===== config.mk =====
export PLATFORM = sky130hd
export DESIGN_NAME = fetch_unit
export DESIGN_NICKNAME = d
export VERILOG_FILES = /design/src/rtl/pisa_pkg.sv /design/src/rtl/fetch_pc.sv /design/src/rtl/fetch_unit.sv
export SDC_FILE = /design/constraint.sdc
export NUM_CORES = 1
export LEC_CHECK = 0
export CAP_MARGIN = 20
export CORE_ASPECT_RATIO = 1.4
export CORE_UTILIZATION = 36
export CTS_CLUSTER_DIAMETER = 30
export DETAILED_ROUTE_END_ITERATION = 10
export PLACE_DENSITY = 0.78
export SLEW_MARGIN = 5
export SYNTH_ARGS = -nofsm -noshare
export SYNTH_HDL_FRONTEND = slang
export SYNTH_SLANG_ARGS = --single-unit

===== constraint.sdc =====
create_clock -name clk_i -period 3.3 [get_ports clk_i]
set_input_delay 0.33 -clock clk_i [delete_from_list [all_inputs] [get_ports clk_i]]
set_output_delay 0.33 -clock clk_i [all_outputs]
set_load 0.02 [all_outputs]

===== src/rtl/pisa_pkg.sv =====
// Shared definitions for the fetch front end: state encoding and instruction-word field positions.
package pisa_pkg;

  typedef enum logic [2:0] {
    StIdle     = 3'd0,
    StFetchOp  = 3'd1,
    StFetchImm = 3'd2,
    StIssue    = 3'd3,
    StHalted   = 3'd4
  } fetch_state_t;

  localparam int unsigned OPCODE_MSB   = 15;
  localparam int unsigned OPCODE_LSB   = 8;
  // Bit position within the opcode byte, not within the memory word.
  localparam int unsigned IMM_FLAG_BIT = 5;

endpackage


===== src/rtl/fetch_pc.sv =====
// Program counter register with +1 / +2 sequential advance and redirect load.
module fetch_pc #(
  parameter int unsigned       ADDR_W   = 16,
  parameter logic [ADDR_W-1:0] RESET_PC = '0
) (
  input  logic              clk_i,
  input  logic              rst_ni,
  input  logic              advance_i,
  input  logic              two_word_i,
  input  logic              redirect_i,
  input  logic [ADDR_W-1:0] target_i,
  output logic [ADDR_W-1:0] pc_o
);

  logic [ADDR_W-1:0] pc_q, pc_d;

  // Redirect wins over sequential advance; sums wrap modulo 2^ADDR_W.
  always_comb begin
    pc_d = pc_q;
    if (redirect_i) begin
      pc_d = target_i;
    end else if (advance_i) begin
      pc_d = pc_q + (two_word_i ? ADDR_W'(2) : ADDR_W'(1));
    end
  end

  always_ff @(posedge clk_i or negedge rst_ni) begin
    if (!rst_ni) begin
      pc_q <= RESET_PC;
    end else begin
      pc_q <= pc_d;
    end
  end

  assign pc_o = pc_q;

endmodule


===== src/rtl/fetch_unit.sv =====
// Instruction fetch front end: req/ack memory reads, optional immediate word, issue handshake.
// Optional FETCH_BUS_ERR_EN adds mem_err_i / fault_o for bus-error halting.
module fetch_unit
  import pisa_pkg::*;
#(
  parameter int unsigned       ADDR_W   = 16,
  parameter int unsigned       DATA_W   = 16,
  parameter logic [ADDR_W-1:0] RESET_PC = '0
) (
  input  logic              clk_i,
  input  logic              rst_ni,
  output logic              mem_req_o,
  output logic [ADDR_W-1:0] mem_addr_o,
  input  logic              mem_ack_i,
  input  logic [DATA_W-1:0] mem_rdata_i,
`ifdef FETCH_BUS_ERR_EN
  input  logic              mem_err_i,
  output logic              fault_o,
`endif
  output logic              instr_valid_o,
  input  logic              instr_ready_i,
  output logic [7:0]        opcode_o,
  output logic [7:0]        operands_o,
  output logic [DATA_W-1:0] immediate_o,
  output logic [ADDR_W-1:0] pc_o,
  input  logic              halt_i,
  input  logic              redirect_valid_i,
  input  logic [ADDR_W-1:0] redirect_target_i,
  output logic              halted_o
);

  fetch_state_t      state_q, state_d;
  logic [7:0]        opcode_q, opcode_d;
  logic [7:0]        operands_q, operands_d;
  logic [DATA_W-1:0] imm_q, imm_d;
  logic [ADDR_W-1:0] pc;
  logic              ack_ok, ack_err, issue_hs, pc_adv, pc_redir;

  assign mem_req_o = (state_q == StFetchOp) || (state_q == StFetchImm);

`ifdef FETCH_BUS_ERR_EN
  logic fault_q;
  assign ack_err = mem_req_o && mem_ack_i && mem_err_i;
`else
  assign ack_err = 1'b0;
`endif

  assign ack_ok   = mem_req_o && mem_ack_i && !ack_err;
  assign issue_hs = (state_q == StIssue) && instr_ready_i;
  assign pc_redir = issue_hs && !halt_i && redirect_valid_i;
  assign pc_adv   = issue_hs && !halt_i && !redirect_valid_i;

  always_comb begin
    state_d    = state_q;
    opcode_d   = opcode_q;
    operands_d = operands_q;
    imm_d      = imm_q;
    case (state_q)
      StIdle: state_d = StFetchOp;
      StFetchOp: begin
        if (ack_err) begin
          state_d = StHalted;
        end else if (ack_ok) begin
          opcode_d   = mem_rdata_i[OPCODE_MSB:OPCODE_LSB];
          operands_d = mem_rdata_i[OPCODE_LSB-1:0];
          if (mem_rdata_i[OPCODE_LSB+IMM_FLAG_BIT]) begin
            state_d = StFetchImm;
          end else begin
            imm_d   = '0;
            state_d = StIssue;
          end
        end
      end
      StFetchImm: begin
        if (ack_err) begin
          state_d = StHalted;
        end else if (ack_ok) begin
          imm_d   = mem_rdata_i;
          state_d = StIssue;
        end
      end
      StIssue: begin
        if (issue_hs) begin
          state_d = halt_i ? StHalted : StFetchOp;
        end
      end
      StHalted: state_d = StHalted;
      default:  state_d = StIdle;
    endcase
  end

  always_ff @(posedge clk_i or negedge rst_ni) begin
    if (!rst_ni) begin
      state_q    <= StIdle;
      opcode_q   <= 8'h00;
      operands_q <= 8'h00;
      imm_q      <= '0;
    end else begin
      state_q    <= state_d;
      opcode_q   <= opcode_d;
      operands_q <= operands_d;
      imm_q      <= imm_d;
    end
  end

`ifdef FETCH_BUS_ERR_EN
  always_ff @(posedge clk_i or negedge rst_ni) begin
    if (!rst_ni) begin
      fault_q <= 1'b0;
    end else if (ack_err) begin
      fault_q <= 1'b1;
    end
  end
  assign fault_o = fault_q;
`endif

  fetch_pc #(
    .ADDR_W   (ADDR_W),
    .RESET_PC (RESET_PC)
  ) u_fetch_pc (
    .clk_i      (clk_i),
    .rst_ni     (rst_ni),
    .advance_i  (pc_adv),
    .two_word_i (opcode_q[IMM_FLAG_BIT]),
    .redirect_i (pc_redir),
    .target_i   (redirect_target_i),
    .pc_o       (pc)
  );

  // The immediate lives in the word after the opcode, wrapping at the top of memory.
  assign mem_addr_o    = (state_q == StFetchImm) ? pc + ADDR_W'(1) : pc;
  assign instr_valid_o = (state_q == StIssue);
  assign halted_o      = (state_q == StHalted);
  assign opcode_o      = opcode_q;
  assign operands_o    = operands_q;
  assign immediate_o   = imm_q;
  assign pc_o          = pc;

endmodule


== Word-level counts from Yosys, hierarchy flattened ==
Cells that the tools add are included.
Storage, ports and cells
  bits in registers: 51
  output and inout bits: 67
  word-level logic and storage cells: 43
Operators by class
  add/subtract/negate cells: 2
  equal/unequal tests: 8
  muxes and demuxes: 14
  reduce and logical (&&, ||, !) cells: 14
Operator list (number)
  16-bit two-way mux: 6
  16-bit one-hot mux with 2 select lines: 1
  16-bit by 1-bit adder with 16-bit output, second input constant: 1
  16-bit adder: 1
  3-bit one-hot mux with 5 select lines: 1
  3-bit two-way mux: 4
  3-bit by 2-bit == test with 1-bit output, second input constant: 2
  2-bit != test, second input constant: 3
  1-bit logical AND: 5
  4-bit AND reduction: 1
  2-bit nonzero test: 2
  3-bit by 1-bit == test with 1-bit output, second input constant: 1
  3-bit == test, second input constant: 1
  3-bit zero test: 1
  3-bit AND reduction: 1
  1-bit zero test: 2
  2-bit two-way mux: 1
  2-bit by 1-bit != test with 1-bit output, second input constant: 1
  2-bit AND reduction: 1
  1-bit logical OR: 1
  1-bit two-way mux: 1

== Depth between registers and ports, before layout ==
Gate-level depths: netlist of run 1.
  depth in word-level cells: 6
  mapped depth: 8
  gate-level depth less buffers: 8

== Cells and area by module ==
A second synthesis of run 1 with hierarchy kept.
Unflattened totals
  cell total of the unflattened synthesis: 246
  area, all modules: 2663.8 um^2
Modules (own cells, without submodules)
  fetch_unit: times used 1, cells an instance 140, area an instance 1676.6 um^2, seq. area each 875.8 um^2
  fetch_pc: times used 1, cells an instance 106, area an instance 987.2 um^2, seq. area each 400.4 um^2

== Least setup slack after synthesis of run 1 ==
Ideal clock, no wire load.
  kind: reg-to-reg
  from: register u_fetch_pc.pc_q[0] (netlist: u_fetch_pc.pc_o[0])
  to: register u_fetch_pc.pc_q[14] (netlist: u_fetch_pc.pc_o[14])
  setup time: 132 ps
  arrival: 2064 ps
  data required time: 3168 ps
  setup slack: 1104 ps
  cell stages (with the launch flop): 7
  path buffers: 0
  cell sequence: dfrtp_1 -> ha_1 -> inv_1 -> fa_1 -> or4_4 -> o311ai_1 -> a21oi_1
On the way
  longest elaborated chain between the ends: 3
RTL lines
  start, declared: RTL line fetch_pc.sv:15  | logic [ADDR_W-1:0] pc_q, pc_d;
  start signal, assigned: RTL line fetch_pc.sv:31  | pc_q <= pc_d;
  16-bit adder: RTL line fetch_pc.sv:23  | pc_d = pc_q + (two_word_i ? ADDR_W'(2) : ADDR_W'(1));
  16-bit two-way mux: RTL line fetch_pc.sv:22  | end else if (advance_i) begin
  16-bit two-way mux: RTL line fetch_pc.sv:20  | if (redirect_i) begin
No other way between the ends. The select of a mux whose other input is x is not followed.
A chain may end at the register's enable or synchronous reset.

== Worst setup path in the final report of run 1 ==
  from: register state_q[2]
  to: output port mem_addr_o[15]
On the way
  longest elaborated chain between the ends: 2
RTL lines
  start, declared: RTL line fetch_unit.sv:32  | fetch_state_t state_q, state_d;
  start signal, assigned: RTL line fetch_unit.sv:94  | state_q <= StIdle;
  start signal, assigned: RTL line fetch_unit.sv:99  | state_q <= state_d;
  3-bit by 2-bit == test with 1-bit output: RTL line fetch_unit.sv:131  | assign mem_addr_o = (state_q == StFetchImm) ? pc + ADDR_W'(1) : pc;
  16-bit two-way mux: RTL line fetch_unit.sv:131
  end, declared: RTL line fetch_unit.sv:13  | output logic [ADDR_W-1:0] mem_addr_o,
No other way between the ends.

==> results of run 1 <==
## final timing paths
kind | end | slack (ns) | start | cells after the start
setup / recovery | mem_addr_o[15] | 0.34 | state_q[2] | 5
hold / removal | operands_o[7] | 0.006 | rst_ni | 1
setup reg to reg | u_fetch_pc.pc_o[14] | 0.95 | opcode_o[5] | 7
hold reg to reg | immediate_o[6] | 0.49 | immediate_o[6] | 2
max in group asynchronous | state_q[1] | 2.51 | rst_ni | 2
min in group clk_i | immediate_o[6] | 0.49 | immediate_o[6] | 2
## per-layer routing
metal	routed length [um]	vias up	global-route usage [%]
met5	0	-	0
met4	95	0	7.14
met3	701	7	5.74
met2	4140	122	34.6
met1	2990	1279	20.9
li1	-	1245	-
## sequential cells by signal, indices dropped and copies added, names as in the netlist
register	cells
immediate_o	16
opcode_o	8
operands_o	8
state_q	3
u_fetch_pc.pc_o	16
## power by group through the flow
| stage | sequential (mW) | combinational [mW] | clock [mW] |
|---|---|---|---|
| after global placement | 1.15 | 1.95 | 0 |
| after CTS | 1.16 | 1.99 | 0.494 |
| after detailed placement | 1.17 | 1.98 | 0 |
| after floorplan | 1.33 | 0.970 | 0 |
| final | 1.16 | 1.98 | 0.475 |
| after global routing | 1.20 | 2.11 | 0.514 |
## logic make-up after synthesis
family	share of synthesized area, %
AND/OR/NAND/NOR	20.1
multiplexers	6.14
adder cells (fa/ha/maj)	1.98
AO/OA/AOI/OAI	17.1
buffers and inverters	6.36
XOR/XNOR	4.51
flip-flops	43.8
## cells in the final DEF (no fill, tap or decap), types with 6 or more instances in the layout
master	netlist	layout
nand3_1	9	9
nand4_1	7	7
inv_1	10	10
nand2_1	46	46
nor2_1	14	14
clkdlybuf4s50_1	0	103
clkbuf_8	0	6
a21oi_1	12	12
xnor2_1	10	10
mux2_2	15	15
o21ai_0	9	9
o21ai_2	10	10
dfrtp_1	51	51
## area by class of cell
cell class                 instances  area [um2]  share of cell area, %
tap                              100         125                   3.06
clock buffer                       6        82.6                   2.02
timing repair buffer             108        1070                   26.3
sequential                        51        1280                   31.2
inverter                          10        37.5                  0.919
multi-input combinational        215        1450                   35.5
clock inverter                     2        38.8                  0.949
## worst max-delay path, stage by stage, from the launching register on
cell             delay, ns
dfrtp_1               0.50
or3b_4                0.44
nor3_2                0.40
nand4_1               0.18
xnor2_1               0.17
clkdlybuf4s50_1       0.62
## stage by stage
| stage | hold WS (ns) | total power [mW] | utilization (%) | cell area, um2 | setup WS, ns |
|---|---|---|---|---|---|
| floorplan | 0.0344 | 2.30 | - | 2910 | 1.10 |
| global placement | 0.361 | 3.10 | 50.6 | 3950 | 0.769 |
| detailed placement | 0.369 | 3.15 | 50.6 | 3950 | 0.696 |
| CTS | 0.0156 | 3.64 | 52.2 | 4070 | 0.320 |
| global route | 0.0419 | 3.82 | 52.4 | 4090 | 0.183 |
| finish | 0.00649 | 3.61 | 52.4 | 4090 | 0.342 |
==> results.sh, run 1 <==
export IMPL_port_buffers=104
export IMPL_placementRows=38
export IMPL_grt_max_degree=32
export IMPL_async_flop_share_pct=100
export IMPL_p_sw_share_pct=42.3
export IMPL_yosysMostFrequentCell="dfrtp_1"
export IMPL_drcViolationCount=0
export IMPL_pin_count=105
export IMPL_clock_latency_ns=0.31
export IMPL_tightest_slew_ns=0.839
export IMPL_drt_pass1_iter_count=4
export IMPL_drv_cap=0
export IMPL_power_density_nw_per_um2=885
export IMPL_comb_power_share_pct=54.7
export IMPL_clockBufferDepth=2
export IMPL_areaGrowthSynthToFinish_pct=40.2
export IMPL_final_hold_violation_count=0
export IMPL_synth_area_leaders="dfrtp_1, nand2_1, mux2_2, o21ai_2, xnor2_1"
export IMPL_synthCells=297
export IMPL_crit_type="register to output pin"
export IMPL_first_global_vias=2592
export IMPL_cp_end_kind="output pin"
export IMPL_outcome="finished clean"
export IMPL_p_int_mw=2.08
export IMPL_cts_sinks=51
export IMPL_antenna_cells=0
export IMPL_min_period_over_period_pct=89.6
export IMPL_gp_congestion=0.828
export IMPL_ys_warn_count=0
export IMPL_ys_seq_area_share_pct=43.8
export IMPL_synth_fp_nets=339
export IMPL_die_x_um=78.0
export IMPL_fp_dieH_um=108
export IMPL_netlist_area_um2=2910
export IMPL_fillCellCount=730
export IMPL_cts_resized=0
export IMPL_ir_worst_vdd_mv=0.495
export IMPL_root_buffer="clkbuf_8"
export IMPL_yosysTopAreaCellShare_pct=43.8
export IMPL_finalNetCount=433
export IMPL_rsz0062_at_grt="false"
export IMPL_fin_tns_setup_ns=0
export IMPL_synth_edf_count=0
export IMPL_hold_class="primary input to async pin"
export IMPL_crit_required_ns=2.97
export IMPL_wl_per_cell_um=16.1
export IMPL_final_max_slew_viol_count=0
export IMPL_ant_nets=0
export IMPL_cp_arrival_ns=2.63
export IMPL_synth_top_area_cell="dfrtp_1"
export IMPL_cp_start_kind="register"
export IMPL_pwr_share_clk_pct=13.2
export IMPL_viasPerCell=5.39
export IMPL_p_sw_mw=1.53
export IMPL_core_um2=7800
export IMPL_grt_pass1_wl_mm=12.6
export IMPL_fmax_ghz=0.338
export IMPL_via_count=2653
export IMPL_place_inst=483
export IMPL_die_area_um2=8460
export IMPL_yosys_top_cells_count="dfrtp_1, nand2_1, mux2_2, nor2_1, a21oi_1"
export IMPL_synth_seq_cells=51
export IMPL_htreeDepth=2
export IMPL_postSynthAreaPerCell_um2=9.81
export IMPL_overflow=0
export IMPL_cts_hold_buf=0
export IMPL_fin_cells=492
export IMPL_drive_gt1_share_pct=12.2
export IMPL_cts_setup_buffers=0
export IMPL_dp_hpwl_mm=5.94
export IMPL_yosysUniqueCellTypes=63
export IMPL_fin_skew_ns=0.00595
export IMPL_antenna_found_initial=0
export IMPL_numCtsBuffers=5
export IMPL_relSlewSlack_pct=43.9
export IMPL_cts_tree="yes"
export IMPL_synthFlopType="dfrtp_1"
export IMPL_grt_usage_pct=19.1
export IMPL_setup_viol_count_final=0
export IMPL_wirelength_mm=7.92
export IMPL_drt_iter0_markers=143
export IMPL_period_needed_ns=2.96
export IMPL_initial_core_util_pct=37.4
export IMPL_seqPwrFrac_pct=32.2
export IMPL_clk_pin_slew_ns=0.10
export IMPL_p_leak_nw=1.60
export IMPL_cp_max_fo=9
No activity file was read; power rests on OpenSTA's default activity.
==> run 2, diff against run 1 <==
--- a/config.mk
+++ b/config.mk
@@ -5,6 +5,7 @@
 export SDC_FILE = /design/constraint.sdc
 export NUM_CORES = 1
 export LEC_CHECK = 0
+export ABC_AREA = 0
 export CAP_MARGIN = 20
 export CORE_ASPECT_RATIO = 1.4
 export CORE_UTILIZATION = 36
==> results of run 2 <==
No change in the layout: final DEF, timing and power equal those of run 1.
==> run 3, diff against run 2 <==
--- a/config.mk
+++ b/config.mk
@@ -5,13 +5,13 @@
 export SDC_FILE = /design/constraint.sdc
 export NUM_CORES = 1
 export LEC_CHECK = 0
-export ABC_AREA = 0
+export ABC_AREA = 1
 export CAP_MARGIN = 20
 export CORE_ASPECT_RATIO = 1.4
 export CORE_UTILIZATION = 36
 export CTS_CLUSTER_DIAMETER = 30
 export DETAILED_ROUTE_END_ITERATION = 10
-export PLACE_DENSITY = 0.78
+export PLACE_DENSITY = 0.77
 export SLEW_MARGIN = 5
 export SYNTH_ARGS = -nofsm -noshare
 export SYNTH_HDL_FRONTEND = slang
==> results.sh, run 3 <==
export IMPL_outcome="finished clean"
export IMPL_initial_core_util_pct=37.2
export IMPL_r2r_start="opcode_o[5]"
export IMPL_grt_max_degree=40
export IMPL_postSynthAreaPerCell_um2=8.10
export IMPL_wl_per_cell_um=13.7
export IMPL_cp_top_family="buffers and inverters"
export IMPL_final_common_cell="clkdlybuf4s50_1"
export IMPL_ant_nets=0
export IMPL_cp_start_kind="register"
export IMPL_totalPowerFinal_mw=4.41
export IMPL_cts_hold_buf=0
export IMPL_drv_cap=0
export IMPL_final_util_pct=52.8
export IMPL_yosysUniqueCellTypes=32
export IMPL_drt_pass1_iter_count=4
export IMPL_die_x_um=79.5
export IMPL_post_place_ws_ns=0.803
export IMPL_via_count=2818
export IMPL_hold_class="primary input to async pin"
export IMPL_netlist_area_um2=3030
export IMPL_p_leak_nw=1.99
export IMPL_layout_common_cells="clkdlybuf4s50_1, nand2_1, dfrtp_1, nor2_1, nand3_1"
export IMPL_wirelength_mm=7.94
export IMPL_core_um2=8150
export IMPL_areaGrowthSynthToFinish_pct=41.9
export IMPL_viasPerCell=4.88
export IMPL_antenna_cells=0
export IMPL_synth_fp_nets=416
export IMPL_cts_sinks=51
export IMPL_fillCellCount=782
export IMPL_cts_setup_buffers=0
export IMPL_setup_viol_count_final=0
export IMPL_timing_hold_ws_ns=0.156
export IMPL_synth_edf_count=0
export IMPL_grt_usage_pct=18.8
export IMPL_yosys_top_cells_count="nand2_1, dfrtp_1, nor2_1, nand3_1, inv_1"
export IMPL_synth_top_area_cell="dfrtp_1"
export IMPL_numCtsBuffers=5
export IMPL_clk_pin_slew_ns=0.07
export IMPL_die_area_um2=8790
export IMPL_antenna_found_initial=0
export IMPL_clock_latency_ns=0.28
export IMPL_multiInputGateArea_um2=1530
export IMPL_fp_dieH_um=111
export IMPL_stdcell_area_um2=4300
export IMPL_ir_worst_vdd_mv=0.566
export IMPL_htreeDepth=2
export IMPL_crit_slowest_cell="clkdlybuf4s50_1"
export IMPL_fin_tns_setup_ns=0
export IMPL_place_inst=570
export IMPL_fmax_ghz=0.358
export IMPL_pin_count=105
export IMPL_fin_skew_ns=0.00452
export IMPL_drive_gt1_share_pct=9.87
export IMPL_synthCells=374
export IMPL_path_cells="nor2_2 -> nand2_2 -> inv_2 -> nand3_4 -> nor2_4 -> nand2_1 -> xor2_1 -> clkdlybuf4s50_1"
export IMPL_r2r_end="u_fetch_pc.pc_o[10]"
export IMPL_async_flop_share_pct=100
export IMPL_cp_max_fo=19
export IMPL_crit_buf_inv=2
export IMPL_cts_tree="yes"
export IMPL_finalNetCount=517
export IMPL_tightest_slew_ns=0.894
export IMPL_yosysTopAreaCellShare_pct=42.1
export IMPL_overflow=0
export IMPL_final_max_slew_viol_count=0
export IMPL_port_buffers=104
export IMPL_ys_seq_area_share_pct=42.1
export IMPL_relSlewSlack_pct=40.4
export IMPL_period_needed_ns=2.79
export IMPL_crit_required_ns=2.97
export IMPL_cts_resized=0
export IMPL_drcViolationCount=0
export IMPL_yosysMostFrequentCell="nand2_1"
export IMPL_dp_hpwl_mm=6.12
export IMPL_gp_congestion=0.879
export IMPL_synth_area_leaders="dfrtp_1, nand2_1, nand3_1, mux2_2, nor2_1"
export IMPL_rsz0062_at_grt="false"
export IMPL_placementRows=39
export IMPL_synth_seq_cells=51
export IMPL_first_global_vias=2809
export IMPL_cp_arrival_ns=2.46
export IMPL_final_hold_violation_count=0
export IMPL_layout_setup_ws_ns=0.506
export IMPL_grt_pass1_wl_mm=13.2
export IMPL_clockBufferDepth=2
export IMPL_worstRegToRegCells=12
export IMPL_root_buffer="clkbuf_16"
export IMPL_synthFlopType="dfrtp_1"
export IMPL_cp_slowest_stage_delay_ns=0.61
export IMPL_fin_cells=578
export IMPL_cp_end_kind="output pin"
export IMPL_r2r_slack_ns=1.15
export IMPL_power_density_nw_per_um2=1020
export IMPL_ys_warn_count=0
export IMPL_drt_iter0_markers=128
export IMPL_placed_area_um2=4130
export IMPL_path_depth=8
export IMPL_seqCellArea_um2=1280
export IMPL_crit_type="register to output pin"
export IMPL_min_period_over_period_pct=84.7
## run 3: changes by cell type after synthesis, sizes merged, moves of 5 or more
cell	previous run	this run
nand3	9	41
a211oi	5	0
xor2	5	15
o21ai	24	34
nand2	47	102
buf	18	7
nand4	7	1
nor2	14	49
inv	10	39
xnor2	10	2
a21oi	12	4
nor3	8	3
## run 3: per-layer routing
metal	GRT usage, %	vias up	wire length, um
met5	0	-	0
met4	4.48	0	108
met3	5.37	8	633
met2	33.6	88	4170
met1	21.5	1333	3020
li1	-	1389	-
## run 3: cells by family (layout without fill, tap and decap cells)
kind of cell	count (synthesis)	in the layout	synth area share (%)
AO/OA/AOI/OAI	41	41	6.98
XOR/XNOR	17	17	4.91
adder cells (fa/ha/maj)	4	4	1.90
buffers and inverters	50	152	7.27
flip-flops	51	51	42.1
multiplexers	15	15	5.57
AND/OR/NAND/NOR	196	196	31.3
## run 3: how the worst max path moves through the flow
stage	slack [ns]	to	start
after detailed placement	0.80	mem_addr_o[10]	state_q[2]
after global routing	0.32	mem_addr_o[8]	state_q[2]
after CTS	0.49	mem_addr_o[10]	state_q[2]
after floorplan	1.35	u_fetch_pc.pc_o[10]	u_fetch_pc.pc_o[0]
after global placement	0.85	mem_addr_o[10]	state_q[2]
final	0.51	mem_addr_o[10]	state_q[2]
## run 3: final cells by class
class	instances	share of cell area (%)
Clock buffer	6	3.23
Clock inverter	2	0.814
Inverter	39	3.40
Multi-Input combinational cell	273	35.7
Sequential cell	51	29.7
Tap cell	102	2.97
Timing Repair Buffer	105	24.3
## run 3: where the power goes
part	switching, mW	internal, mW	leakage (nW)
combinational	1.43	1.16	1.26
sequential	0.290	0.935	0.637
clock	0.222	0.377	0.0868
==> RTL edit (flow settings as in run 3) <==
Re-encode `fetch_state_t` (5 states) as one-hot, 5 bits wide.
--- a/src/rtl/pisa_pkg.sv
+++ b/src/rtl/pisa_pkg.sv
@@ -1,12 +1,12 @@
 // Shared definitions for the fetch front end: state encoding and instruction-word field positions.
 package pisa_pkg;
 
-  typedef enum logic [2:0] {
-    StIdle     = 3'd0,
-    StFetchOp  = 3'd1,
-    StFetchImm = 3'd2,
-    StIssue    = 3'd3,
-    StHalted   = 3'd4
+  typedef enum logic [4:0] {
+    StIdle     = 5'b00001,
+    StFetchOp  = 5'b00010,
+    StFetchImm = 5'b00100,
+    StIssue    = 5'b01000,
+    StHalted   = 5'b10000
   } fetch_state_t;
 
   localparam int unsigned OPCODE_MSB   = 15;
Function: same outputs for any inputs over 10 cycles, from zero or initial values and one cycle with rst_ni low; not proved beyond that.
==> RTL edit against run 3 <==
Clock power decreased by 13%; combinational power decreased by 43%; area after synthesis increased by 2.2%; fmax increased by 5.5%; final cell count increased by 9.5%; core utilization decreased by 0.26 points; sequential cell count increased by 2; power decreased by 31%; design area increased by 0.70%; setup slack improved by 0.15 ns; synthesized cell count increased by 15%; clock skew decreased by 0.0017 ns; wire length increased by 10%; critical path type unchanged; highest routed layer unchanged.
==> RTL edit: results (changes against run 3) <==
Vias in the first global route -> 2978 (was 2809)
Post-synthesis mux area share -> 0% (was 5.574%)
Fill count -> 805 (was 782)
Pin count of the biggest net entering global routing -> 31 (was 40)
Status -> finished, final reports clean (unchanged)
Post-synthesis register bit count -> 53 (was 51)
Wire length per cell -> 13.79 um (was 13.74 um)
Main area contributors after synthesis -> dfrtp_1, nand2_1, nand3_1 (unchanged)
Post-Syn Area per Cell -> 7.202 um2 (was 8.103 um2)
Adder and majority gate portion of the synthesized area -> 1.859% (was 1.899%)
Non-clock buffer share -> 24.26% (about the same)
Final #Nets -> 572 (was 517)
Post-synthesis compound-gate area fraction -> 5.333% (was 6.978%)
Pre-CTS WS -> 0.9633 ns (was 0.8031 ns)
Non-clock buffer count -> 106 (was 105)
Hold WS -> 0.07665 ns (was 0.1558 ns)
CP max FO -> 8 (was 19)
Worst path max stage delay -> 0.63 ns (was 0.61 ns)
Worst reg2reg setup slack -> 1.08 ns (was 1.15 ns)
Multi-input logic portion of the cell area -> 35.01% (was 35.66%)
P_leak -> 2.099 nW (was 1.987 nW)
Worst Reg-to-Reg Cells -> 10 (was 12)
HPWL Detailed -> 6660 um (was 6117 um)
Critical path's top delay family -> simple AND/OR/NAND/NOR gates (was buffers and inverters)
Inverters -> 43 (was 39)
Most frequent cells after synthesis -> nand2_1, dfrtp_1, nor2_1 (unchanged)
Net Count, Synth -> 472 (was 416)
Synthesized area -> 3097 um2 (was 3030 um2)
Crit. Startpoint -> state_q[1] (was state_q[2])
Post-synthesis sequential area ratio -> 42.87% (was 42.11%)
Tot GR Track Use -> 20.09% (was 18.81%)
Netlist cell types -> 33 (was 32)
#MultiIn Comb -> 321 (was 273)
Clk cell area share -> 3.322% (was 4.043%)
Vias -> 3083 (was 2818)
Final setup skew -> 0.002848 ns (was 0.004523 ns)
Placed Area -> 4188 um2 (was 4128 um2)
CP arrival -> 2.32 ns (was 2.46 ns)
1st-iter DRT viols -> 125 (was 128)
Relative slew margins -> 54.04% (was 40.40%)
DP Cell Count -> 625 (was 570)
WL final -> 8732 um (was 7939 um)
Share of layout cells above drive strength 1 -> 5.461% (was 9.874%)
==> RTL edit: cell types whose count changed after synthesis, moves of 3 or more <==
cell     before  now
o21ai_0      29   22
nand2_4       4    1
o21ai_1       5    0
a21oi_1       4    7
xor2_1       15   12
nand2_1      95  177
mux2_2       15    0
==> RTL edit: worst max-delay path by stage <==
stage | endpoint | slack (ns) | depth (start not counted)
floorplan | u_fetch_pc.pc_o[14] | 1.34 | 9
global placement | mem_addr_o[15] | 1.02 | 7
detailed placement | mem_addr_o[14] | 0.96 | 8
CTS | mem_addr_o[9] | 0.63 | 7
global route | mem_addr_o[14] | 0.46 | 8
finish | mem_addr_o[9] | 0.65 | 7
==> RTL edit: where the power goes <==
part / total (W) / internal [W] / switching, W / leakage, nW
clock: 0.000523 / 0.000282 / 0.000241 / 0.0631
sequential: 0.00103 / 0.000837 / 0.000189 / 0.674
combinational: 0.00148 / 0.000641 / 0.000838 / 1.36
total: 0.00303 / 0.00176 / 0.00127 / 2.10
==> RTL edit: cell families (layout without fill, tap and decap cells) <==
family | after synthesis | after routing
xor gates and xnor gates | 14 | 14
adders and majority gates | 4 | 4
buffers and inverters | 56 | 157
and+or+nand+nor | 271 | 271
AOI/OAI and AO/OA | 32 | 32
DFF | 53 | 53
==> RTL edit: per-layer routing <==
layer  vias up  global-route usage [%]  routed length, um
li1       1533                       -                  -
met4         0                   7.024                169
met5         -                       0                  0
met1      1412                   23.78               3509
met2       124                   35.65               4447
met3        14                   3.525                606
==> RTL edit: worst register-to-register path, delay by kind of cell (launching register included) <==
kind	cells	cell delay, ns
DFF	1	0.40
adders and majority gates	2	0.59
and+or+nand+nor	5	0.69
AOI/OAI and AO/OA	1	0.24
buffers and inverters	2	0.18
